$ cat src/rtl/pulse_monitor.sv
// Receiver for a one-hot pulse bus: measures index, width and preceding gap
// of each pulse and queues one record per pulse in a first-word-fall-through FIFO.
module pulse_monitor #(
    parameter int WIDTH = 10,
    parameter int IDX_W = 4,
    parameter int CNT_W = 8,
    parameter int DEPTH = 4
) (
    input  logic             clk,
    input  logic             rst,
    input  logic [WIDTH-1:0] din,
    output logic             out_valid,
    input  logic             out_ready,
    output logic [IDX_W-1:0] out_idx,
    output logic [CNT_W-1:0] out_width,
    output logic [CNT_W-1:0] out_gap,
    output logic             out_err,
    output logic             overflow
);

    localparam int AW = $clog2(DEPTH);
    localparam logic [AW:0] FULL_CNT = (AW+1)'(DEPTH);

    typedef enum logic {
        IDLE,
        HIGH
    } state_t;

    state_t           state;
    logic [WIDTH-1:0] din_q;
    logic [WIDTH-1:0] code;
    logic [CNT_W-1:0] gap_cnt;
    logic [CNT_W-1:0] gap_lat;
    logic [CNT_W-1:0] width_cnt;
    logic             err;

    logic [AW:0]      wr_ptr;
    logic [AW:0]      rd_ptr;
    logic [AW-1:0]    wr_addr;
    logic [AW-1:0]    rd_addr;
    logic             empty;
    logic             full;
    logic             push;
    logic             pop;
    logic             wr_en;

    logic [IDX_W-1:0] mem_idx   [DEPTH];
    logic [CNT_W-1:0] mem_width [DEPTH];
    logic [CNT_W-1:0] mem_gap   [DEPTH];
    logic             mem_err   [DEPTH];

    function automatic logic [IDX_W-1:0] lowest_bit(input logic [WIDTH-1:0] v);
        logic [IDX_W-1:0] r;
        r = '0;
        for (int i = WIDTH - 1; i >= 0; i--) begin
            if (v[i]) r = IDX_W'(i);
        end
        return r;
    endfunction

    function automatic logic [CNT_W-1:0] sat_inc(input logic [CNT_W-1:0] v);
        return (v == '1) ? v : v + CNT_W'(1);
    endfunction

    always_ff @(posedge clk or posedge rst) begin
        if (rst) din_q <= '0;
        else     din_q <= din;
    end

    always_ff @(posedge clk or posedge rst) begin
        if (rst) begin
            state     <= IDLE;
            code      <= '0;
            gap_cnt   <= '0;
            gap_lat   <= '0;
            width_cnt <= '0;
            err       <= 1'b0;
        end else begin
            unique case (state)
                IDLE: begin
                    if (din_q == '0) begin
                        gap_cnt <= sat_inc(gap_cnt);
                    end else begin
                        code      <= din_q;
                        width_cnt <= CNT_W'(1);
                        err       <= !$onehot(din_q);
                        gap_lat   <= gap_cnt;
                        state     <= HIGH;
                    end
                end
                HIGH: begin
                    if (din_q == '0) begin
                        // the cycle that ends the pulse is already the first gap cycle
                        gap_cnt <= CNT_W'(1);
                        state   <= IDLE;
                    end else begin
                        width_cnt <= sat_inc(width_cnt);
                        if (din_q != code) err <= 1'b1;
                    end
                end
                default: state <= IDLE;
            endcase
        end
    end

    assign wr_addr = wr_ptr[AW-1:0];
    assign rd_addr = rd_ptr[AW-1:0];
    assign empty   = (wr_ptr == rd_ptr);
    assign full    = ((wr_ptr - rd_ptr) == FULL_CNT);
    assign push    = (state == HIGH) && (din_q == '0);
    assign pop     = !empty && out_ready;
    // a full FIFO still accepts the record when the head leaves on the same edge
    assign wr_en   = push && (!full || pop);

    always_ff @(posedge clk or posedge rst) begin
        if (rst) begin
            wr_ptr   <= '0;
            rd_ptr   <= '0;
            overflow <= 1'b0;
        end else begin
            if (wr_en)          wr_ptr   <= wr_ptr + (AW+1)'(1);
            if (pop)            rd_ptr   <= rd_ptr + (AW+1)'(1);
            if (push && !wr_en) overflow <= 1'b1;
        end
    end

    always_ff @(posedge clk) begin
        if (wr_en) begin
            mem_idx[wr_addr]   <= lowest_bit(code);
            mem_width[wr_addr] <= width_cnt;
            mem_gap[wr_addr]   <= gap_lat;
            mem_err[wr_addr]   <= err;
        end
    end

    assign out_valid = !empty;
    assign out_idx   = out_valid ? mem_idx[rd_addr]   : '0;
    assign out_width = out_valid ? mem_width[rd_addr] : '0;
    assign out_gap   = out_valid ? mem_gap[rd_addr]   : '0;
    assign out_err   = out_valid ? mem_err[rd_addr]   : 1'b0;

endmodule

$ cat config.mk
export PLATFORM = sky130hd
export DESIGN_NAME = pulse_monitor
export DESIGN_NICKNAME = d
export VERILOG_FILES = /design/src/rtl/pulse_monitor.sv
export SDC_FILE = /design/constraint.sdc
export NUM_CORES = 1
export LEC_CHECK = 0
export ABC_AREA = 1
export ABC_CLOCK_PERIOD_IN_PS = 4860
export CAP_MARGIN = 20
export CELL_PAD_IN_SITES_DETAIL_PLACEMENT = 1
export CELL_PAD_IN_SITES_GLOBAL_PLACEMENT = 2
export CORE_ASPECT_RATIO = 0.5
export CORE_UTILIZATION = 24
export CTS_BUF_LIST = sky130_fd_sc_hd__clkbuf_16
export CTS_CLUSTER_SIZE = 14
export DETAILED_ROUTE_END_ITERATION = 16
export PLACE_DENSITY = 0.6
export SKIP_LAST_GASP = 1
export SYNTH_ARGS = -nofsm -noshare
export SYNTH_HDL_FRONTEND = slang
export SYNTH_SLANG_ARGS = --single-unit
$ cat constraint.sdc
create_clock -name clk -period 4.86 [get_ports clk]
set_clock_uncertainty 0.2 [all_clocks]
set_input_delay 1.215 -clock clk [delete_from_list [all_inputs] [get_ports clk]]
set_output_delay 1.215 -clock clk [all_outputs]
set_load 0.01 [all_outputs]
-- Word-level counts from Yosys, hierarchy flattened
Memories as Yosys holds them, arrays and structs flattened.
Index checks and enable logic that the tools add are counted.
- memories: 4
- bits of input ports: 13
- flip-flop bits (word level): 53
- memory bits (writable): 84
- word-level logic and storage cells: 87
- output and inout bits: 23
- memories (memory ; words ; bits a word ; read ports ; clocked after memory_dff ; write ports ; line ; source):
    mem_gap ; 4 ; 8 ; 1 ; 0 ; 1 ; 49 ; logic [CNT_W-1:0] mem_gap [DEPTH];
    mem_width ; 4 ; 8 ; 1 ; 0 ; 1 ; 48 ; logic [CNT_W-1:0] mem_width [DEPTH];
    mem_idx ; 4 ; 4 ; 1 ; 0 ; 1 ; 47 ; logic [IDX_W-1:0] mem_idx [DEPTH];
    mem_err ; 4 ; 1 ; 1 ; 0 ; 1 ; 50 ; logic mem_err [DEPTH];
- reduce and logical (&&, ||, !) cells: 14
- mux-type cells: 30
- equality and inequality tests: 13
- add/subtract/negate cells: 14
- bitwise operators: 2
- operators by type and width (operator ; count):
    $mux W8 ; 8
    $mux W4 ; 12
    $pmux W8 S2 ; 2
    $add A8 B1 Y8 const B ; 2
    $eq A8 B8 Y1 const B ; 2
    $add A1 B1 Y2 ; 5
    $logic_not A10 Y1 ; 1
    $ne A10 B10 Y1 ; 1
    $ne A2 B2 Y1 const B ; 5
    $reduce_and A3 Y1 ; 3
    $mux W1 ; 7
    $add A2 B2 Y3 ; 2
    $add A3 B1 Y3 const B ; 2
    $add A3 B3 Y4 ; 1
    $add A4 B2 Y4 ; 1
    $eq A4 B1 Y1 const B ; 1
    $logic_and A1 B1 Y1 ; 4
    $logic_not A1 Y1 ; 4
    $ne A2 B1 Y1 const B ; 2
    $eq A3 B3 Y1 ; 1
    $eq A3 B3 Y1 const B ; 1
    $sub A3 B3 Y3 ; 1
    $not A1 Y1 ; 2
    $pmux W1 S2 ; 1
    other kinds (2) ; 2

-- Depth between registers and ports, before layout
Gate-level depths: netlist of run 1.
- word-level depth: 11
- depth in mapped cells: 13
- depth with buffers taken out: 13

-- Worst setup path before layout of run 1
Ideal clock, no wire load.
- path kind: register to register
- start: reg din_q[0]
- end: reg err
- buffers on the path: 0
- arrival: 2.893 ns
- required time: 4.543 ns
- setup time: 0.117 ns
- stages on the path, launching flop included: 14
- period minus slack after synthesis: 3.210 ns
- slack: 1.650 ns
- path through: dfrtp_1 fa_1 fa_1 inv_1 fa_1 inv_1 ha_1 inv_1 fa_1 nand2_1 nor2_1 o211ai_1 nand3_1 nand2_1
- word-level cells in the longest chain between the ends: 8
- elaborated cells between the ends (all ways): 14
- those cells by class: add/sub (4); eq/ne (5); mux (2); reduce/logical (3)
- ends and longest elaborated chain (element ; line ; source):
    start: declaration ; 30 ; logic [WIDTH-1:0] din_q;
    start signal: assignment ; 67 ; else din_q <= din;
    $add A1 B1 Y2 (implied by the code) ; 86 ; err <= !$onehot(din_q);
    $add A2 B2 Y3 (implied by the code) ; 86 ;
    $add A3 B3 Y4 (implied by the code) ; 86 ;
    $add A4 B2 Y4 (implied by the code) ; 86 ;
    $eq A4 B1 Y1 ; 86 ;
    $logic_not A1 Y1 ; 86 ;
    $mux W1 ; 81 ; if (din_q == '0) begin
    $pmux W1 S2 ; 79 ; unique case (state)
    end signal: assignment ; 86 ;
    end: declaration ; 35 ; logic err;
Several ways; a longest one is shown, not always the timed one. The select of a mux whose other input is x is not followed.
A chain may end at the register's enable or synchronous reset.

-- Worst setup path after layout of run 1
- start: reg wr_ptr[0]
- end: out out_gap[5]
- word-level cells in the longest chain between the ends: 2
- ends and longest elaborated chain (element ; line ; source):
    start: declaration ; 37 ; logic [AW:0] wr_ptr;
    start signal: assignment ; 121 ; if (wr_en) wr_ptr <= wr_ptr + (AW+1)'(1);
    $eq A3 B3 Y1 ; 108 ; assign empty = (wr_ptr == rd_ptr);
    $mux W8 ; 139 ; assign out_gap = out_valid ? mem_gap[rd_addr] : '0;
    end: declaration ; 16 ; output logic [CNT_W-1:0] out_gap,
Every way passes these cells.

==> flow_metrics.py, run 1 <==
metrics = {
    "power": {
        "vdd_ir_drop_max_uv": 235.2,
        "p_seq_share_pct": 36.2,
        "combPwrFrac_pct": 30.2,
        "p_int_w": 0.002633,
        "power.switching_w": 0.001262,
        "power_frac_clock_pct": 33.6,
        "p_per_area_nw_per_um2": 515.2,
        "leakage_nw": 3.078,
        "switching_share_pct": 32.39,
    },
    "setup_path": {
        "end_kind": "output port",
        "criticalPathCategory": "reg2out",
        "cp.arrival_ps": 2710,
        "start_kind": "flip-flop",
        "crit_fanout": 21,
        "crit_required_ps": 3440,
    },
    "sta": {
        "fin_crit_sh_pct": 84.85,
        "finalHoldViolCount": 0,
        "fmax_mhz": 242.5,
        "slew_viol_final": 0,
        "worst_pin_slew_ps": 807.7,
        "setup_viol": 0,
        "fin_tns_setup_ps": 0,
        "rsz0062_at_grt": "false",
        "finalCriticalPeriod_ps": 4124,
        "slew_headroom_pct": 46.10,
    },
    "floorplan": {
        "die_x_um": 229.6,
        "start_util_pct": 24.57,
        "coreArea_sq_um": 25290,
        "die-area_sq_um": 26580,
        "pin_count": 36,
        "rows": 41,
        "fp.dieH_um": 115.8,
    },
    "global_route": {
        "grt_pass1_vias": 4609,
        "antenna_found_initial": 0,
        "grt_overflow": 0,
        "grt_pass1_wl_mm": 25.52,
        "grt_max_degree": 44,
        "track_usage_pct": 12.84,
    },
    "cts": {
        "worstSkewPairLatency_ps": 420,
        "cts-root-buf": "clkbuf_16",
        "cts.path.max_buffers": 2,
        "clk_pin_slew_worst_paths_ps": 60,
        "cts_resized": 0,
        "cts_tree": "yes",
        "cts.htree.levels": 4,
        "ctsHoldBuffers": 0,
        "numCtsBuffers": 17,
        "cts_sinks": 137,
        "post-cts-setup-buffers": 0,
    },
    "synthesis": {
        "yosysSeqAreaShare_pct": 61.94,
        "synthesis.nets": 655,
        "ys_ff_latch": 137,
        "synth_cell_types": 32,
        "synth_flop_cell": "edfxtp_1",
        "synth_top_area_share_pct": 40.60,
        "ys_async_sr_fraction_pct": 38.69,
        "synth.cell_area_sq_um": 6213,
        "syn_area_per_cell_sq_um": 9.957,
        "ys_top_cells_by_area": "edfxtp_1, dfrtp_1, nand2_1",
        "synth_top_cell_by_area": "edfxtp_1",
        "synth_edf_count": 84,
        "yosysWarnings": 0,
        "synthTopCellsByCount": "nand2_1, nor2_1, edfxtp_1",
        "synthCells": 624,
    },
    "place": {
        "place_area_sq_um": 6973,
        "io_buffers": 35,
        "routabilityCongestion": 0.7297,
        "dpl.hpwl_mm": 10.45,
    },
    "detailed_routing": {
        "route.met3.wl_um": 432,
        "firstDrtPassIters": 4,
        "wire_per_inst_um": 15.49,
        "wl_met2_mm": 6.953,
        "drc_errors": 0,
        "routed_wl_mm": 15.84,
        "ant_nets": 0,
        "highest_layer": "met4",
        "post_drt_via_cell_ratio": 4.192,
        "wl_met1_mm": 8.312,
        "drtIter0Drc": 151,
        "via_count": 4288,
    },
    "cells_and_area": {
        "finalNetCount": 697,
        "diodes": 0,
        "areaGrowthSynthToFinish_pct": 21.67,
        "drive_above_1_share_pct": 8.837,
        "final_area_sq_um": 7560,
    },
    "hold_path": {
        "hold_class": "reg2reg",
    },
    "run_status": {
        "status": "finished clean",
    },
    "job": {
        "cap_violations": 0,
    },
}
through the flow:
step / total power, W / std cells / hold slack, ps / util [%] / setup WS, ps
after floorplan: 0.002105 / 624 / 265.6 / - / 1650
after global placement: 0.002627 / 991 / 260.2 / 27.57 / 1197
after detailed placement: 0.002643 / 991 / 274.1 / 27.57 / 1084
after CTS: 0.003970 / 1023 / 291.0 / 29.89 / 618.3
after global routing: 0.004159 / 1023 / 326.6 / 29.89 / 475.0
final: 0.003895 / 1023 / 282.4 / 29.89 / 736.3
logic make-up (layout without fill, tap and decap cells):
logic type,Yosys count,count (layout),share of synthesized area (%)
adders and majority gates,18,18,4.350
buffers and inverters,87,142,5.578
AOI/OAI and AO/OA,109,109,9.263
xor gates and xnor gates,9,9,1.269
DFF,137,137,61.94
and+or+nand+nor,264,264,17.60
worst max-delay path, stage by stage (launching register included):
cell	delay [ps]
dfrtp_1	400
inv_1	110
ha_1	290
nand2_1	50
inv_1	70
nand2_1	110
inv_1	630
a21oi_1	110
clkdlybuf4s50_1	530
sequential cells by signal, indices dropped and copies added, names as in the netlist:
signal	flops
code	10
din_q	10
err	1
gap_cnt	8
gap_lat	8
mem_err	4
mem_gap	32
mem_idx	16
mem_width	32
overflow	1
rd_ptr	3
state	1
width_cnt	8
wr_ptr	3
power groups by stage:
stage,logic [W],registers [W],clock network (W)
global route,0.00135,0.00142,0.00139
detailed placement,0.00121,0.00143,0
CTS,0.00122,0.00141,0.00134
global placement,0.00120,0.00143,0
finish,0.00118,0.00141,0.00131
floorplan,0.000701,0.00140,0
per-layer routing:
layer	up-vias	global-route usage [%]
li1	2153	-
met1	2077	17.32
met2	47	20.54
met3	11	3.420
met4	0	3.333
met5	-	0
cells in the final DEF, fill, tap and decap left out, drive strengths merged, types with 2 or more instances in the layout:
cell	n
nor3	8
edfxtp	84
buf	9
a21oi	27
o21bai	2
nor2	111
dfrtp	53
xor2	5
clkinv	4
nand2	110
ha	12
nand3	26
o21ai	76
bufinv	3
inv	73
fa	6
clkbuf	17
clkdlybuf4s50	35
xnor2	4
or2	2
nand4	6
worst paths after layout:
path / from / to / slack [ps] / depth (start not counted)
min: overflow / overflow / 280 / 1
min reg2reg: overflow / overflow / 280 / 1
min in group asynchronous: rst / din_q[4] / 1060 / 2
max in group asynchronous: rst / width_cnt[5] / 2610 / 3
max reg2reg: din_q[7] / err / 1420 / 13
max: wr_ptr[0] / out_gap[5] / 740 / 8
area by class of cell:
type | instances | area [sq um]
clock inverters | 15 | 161.4
repair buffers | 44 | 417.9
inverters | 66 | 247.7
multi-input cells | 400 | 2028
clock buffers | 17 | 425.4
fillers | 2847 | 17730
flip-flops and latches | 137 | 3849
well taps | 344 | 430.4
No activity file was read; power rests on OpenSTA's default activity.
==> run 2: changes to the inputs <==
- ABC_CLOCK_PERIOD_IN_PS: 4860 -> 3550
- PLACE_DENSITY: 0.6 -> 0.62
- clock period: 4.86 -> 3.55 ns (I/O delays scaled with it)
==> run 2 against run 1 <==
Net effect: core utilization grew 0.20 points; cell count grew 0.39%; sequential cell count is the same; register-to-register slack lost 1200 ps; count of clock-buffer cells in the layout is the same; via count grew 2.3%; sequential share of layout area shrank 0.34 points; worst setup slack lost 640 ps; critical path type unchanged; critical endpoint is now out_idx[3]; largest power group unchanged.
==> flow_metrics.py, run 2 (synthesized netlist as in run 1, its figures left out) <==
metrics = {
    "cells_and_area": {
        "final_area_sq_um": 7611,
        "areaGrowthSynthToFinish_pct": 22.49,
        "drive_above_1_share_pct": 9.663,
        "reg_top3": "mem_gap x32, mem_width x32, mem_idx x16",
        "multiInputGateArea_sq_um": 2031,
        "num-fill-cells": 2864,
        "finalNetCount": 701,
        "mostFrequentLayoutCells": "nand2_1, nor2_1, edfxtp_1, o21ai_0, inv_1",
        "regArea_sq_um": 3849,
        "layout_commonest_cell": "nand2_1",
        "diodes": 0,
    },
    "floorplan": {
        "coreArea_sq_um": 25290,
        "die-area_sq_um": 26580,
        "fp.dieH_um": 115.8,
        "pin_count": 36,
        "start_util_pct": 24.57,
        "die_x_um": 229.6,
        "rows": 41,
    },
    "global_route": {
        "grt_pass1_vias": 4650,
        "grt_overflow": 0,
        "antenna_found_initial": 0,
        "grt_max_degree": 45,
        "track_usage_pct": 13.36,
        "grt_pass1_wl_mm": 26.59,
    },
    "setup_path": {
        "crit_fanout": 11,
        "crit_required_ps": 2460,
        "start_kind": "flip-flop",
        "end_kind": "output port",
        "cp_slowest_cell": "dfrtp_1",
        "crit_path_frequent_cell": "inv_1",
        "criticalPathCategory": "reg2out",
        "cp_cell_sequence": "inv_1, ha_1, nand2_1, inv_1, nand2_2, clkinvlp_4, buf_4, buf_12, a21oi_1, dlygate4sd2_1",
        "slowest_delay_ps": 390,
        "cp.arrival_ps": 2360,
    },
    "detailed_routing": {
        "via_count": 4386,
        "drtIter0Drc": 213,
        "wl_met1_mm": 8.374,
        "route.met3.wl_um": 471,
        "ant_nets": 0,
        "routed_wl_mm": 16.36,
        "highest_layer": "met4",
        "wire_per_inst_um": 15.93,
        "post_drt_via_cell_ratio": 4.271,
        "wl_met2_mm": 7.319,
        "firstDrtPassIters": 4,
        "drc_errors": 0,
    },
    "sta": {
        "finalHoldViolCount": 0,
        "worst_pin_slew_ps": 618.3,
        "fmax_mhz": 289.8,
        "fin_tns_setup_ps": 0,
        "whs_ps": 306.8,
        "fin_crit_sh_pct": 97.20,
        "rsz0062_at_grt": "true",
        "slew_viol_final": 0,
        "setup_viol": 0,
        "slew_headroom_pct": 58.63,
        "finalCriticalPeriod_ps": 3451,
    },
    "power": {
        "vdd_ir_drop_max_uv": 324.7,
        "p_per_area_nw_per_um2": 673.6,
        "leakage_nw": 3.128,
    },
    "place": {
        "dpl.hpwl_mm": 10.83,
        "place_area_sq_um": 7063,
        "routabilityCongestion": 0.7467,
        "io_buffers": 35,
    },
    "cts": {
        "worstSkewPairLatency_ps": 430,
        "cts_tree": "yes",
        "cts.path.max_buffers": 2,
        "clk_pin_slew_worst_paths_ps": 60,
        "cts.htree.levels": 4,
        "ctsHoldBuffers": 0,
        "numCtsBuffers": 17,
        "cts_sinks": 137,
        "cts-root-buf": "clkbuf_16",
    },
    "job": {
        "cap_violations": 0,
    },
    "hold_path": {
        "hold_class": "reg2reg",
    },
    "run_status": {
        "status": "finished clean",
    },
}
## run 2: cell types whose count changed in the layout (fill, tap and decap cells not counted), sizes merged
cell	change
buf	+4
bufinv	-3
clkdlybuf4s50	-21
clkinv	+1
clkinvlp	+4
dlygate4sd2	+20
dlymetal6s2s	+1
inv	-2
## run 2: layer usage
metal | vias to the layer above | global-route usage (%)
li1 | 2161 | -
met1 | 2175 | 18.18
met2 | 36 | 21.13
met3 | 14 | 3.150
met4 | 0 | 4.311
met5 | - | 0
## run 2: worst paths after layout
kind,from,end,slack [ps],cells past startpoint
min in group asynchronous,rst,code[4],630,2
worst min register to register,rd_ptr[2],rd_ptr[2],310,1
max in group asynchronous,rst,gap_lat[0],1950,3
worst max-delay path,wr_ptr[0],out_idx[3],100,10
worst min-delay path,rd_ptr[2],rd_ptr[2],310,1
worst max register to register,din_q[7],err,200,13
## run 2: final cells by class
cell class	instances	area share [%]
clock buffer	17	5.589
clock inverter	15	1.364
inverter	66	3.304
multi-input combinational	400	26.68
sequential	137	50.57
tap	344	5.655
timing repair buffer	48	6.839
## run 2: metrics by stage
step                setup slack (ps)  std cells  utilization, %  power (W)
floorplan                      340.0        624               -   0.002883
global placement               219.4        993           27.93   0.003658
detailed placement             157.7        993           27.93   0.003678
CTS                           -113.1       1026           30.05   0.005213
global route                  -54.88       1027           30.09   0.005484
finish                         99.38       1027           30.09   0.005127
## run 2: what timing repair did
| item | in CTS | in global routing |
|---|---|---|
| pin swaps | 0 | 0 |
| endpoints found under the hold margin | 0 | 0 |
| resized for setup | 24 | 1 |
| endpoints found under the setup margin | 21 | 1 |
| buffers inserted | 1 | 1 |
## run 2: report_power, final
part           switching (W)  total [W]  internal (W)
sequential          0.000119    0.00193       0.00181
clock               0.000714    0.00160      0.000890
combinational       0.000967    0.00159      0.000628
total                0.00180    0.00513       0.00333
## run 2: worst max-delay path: cells and delay by family, from the launching register on
kind	cells	cell delay [ps]
buffers and inverters	6	890
AO/OA/AOI/OAI	1	140
AND/OR/NAND/NOR	2	200
adder cells (fa/ha/maj)	1	310
flip-flops	1	390
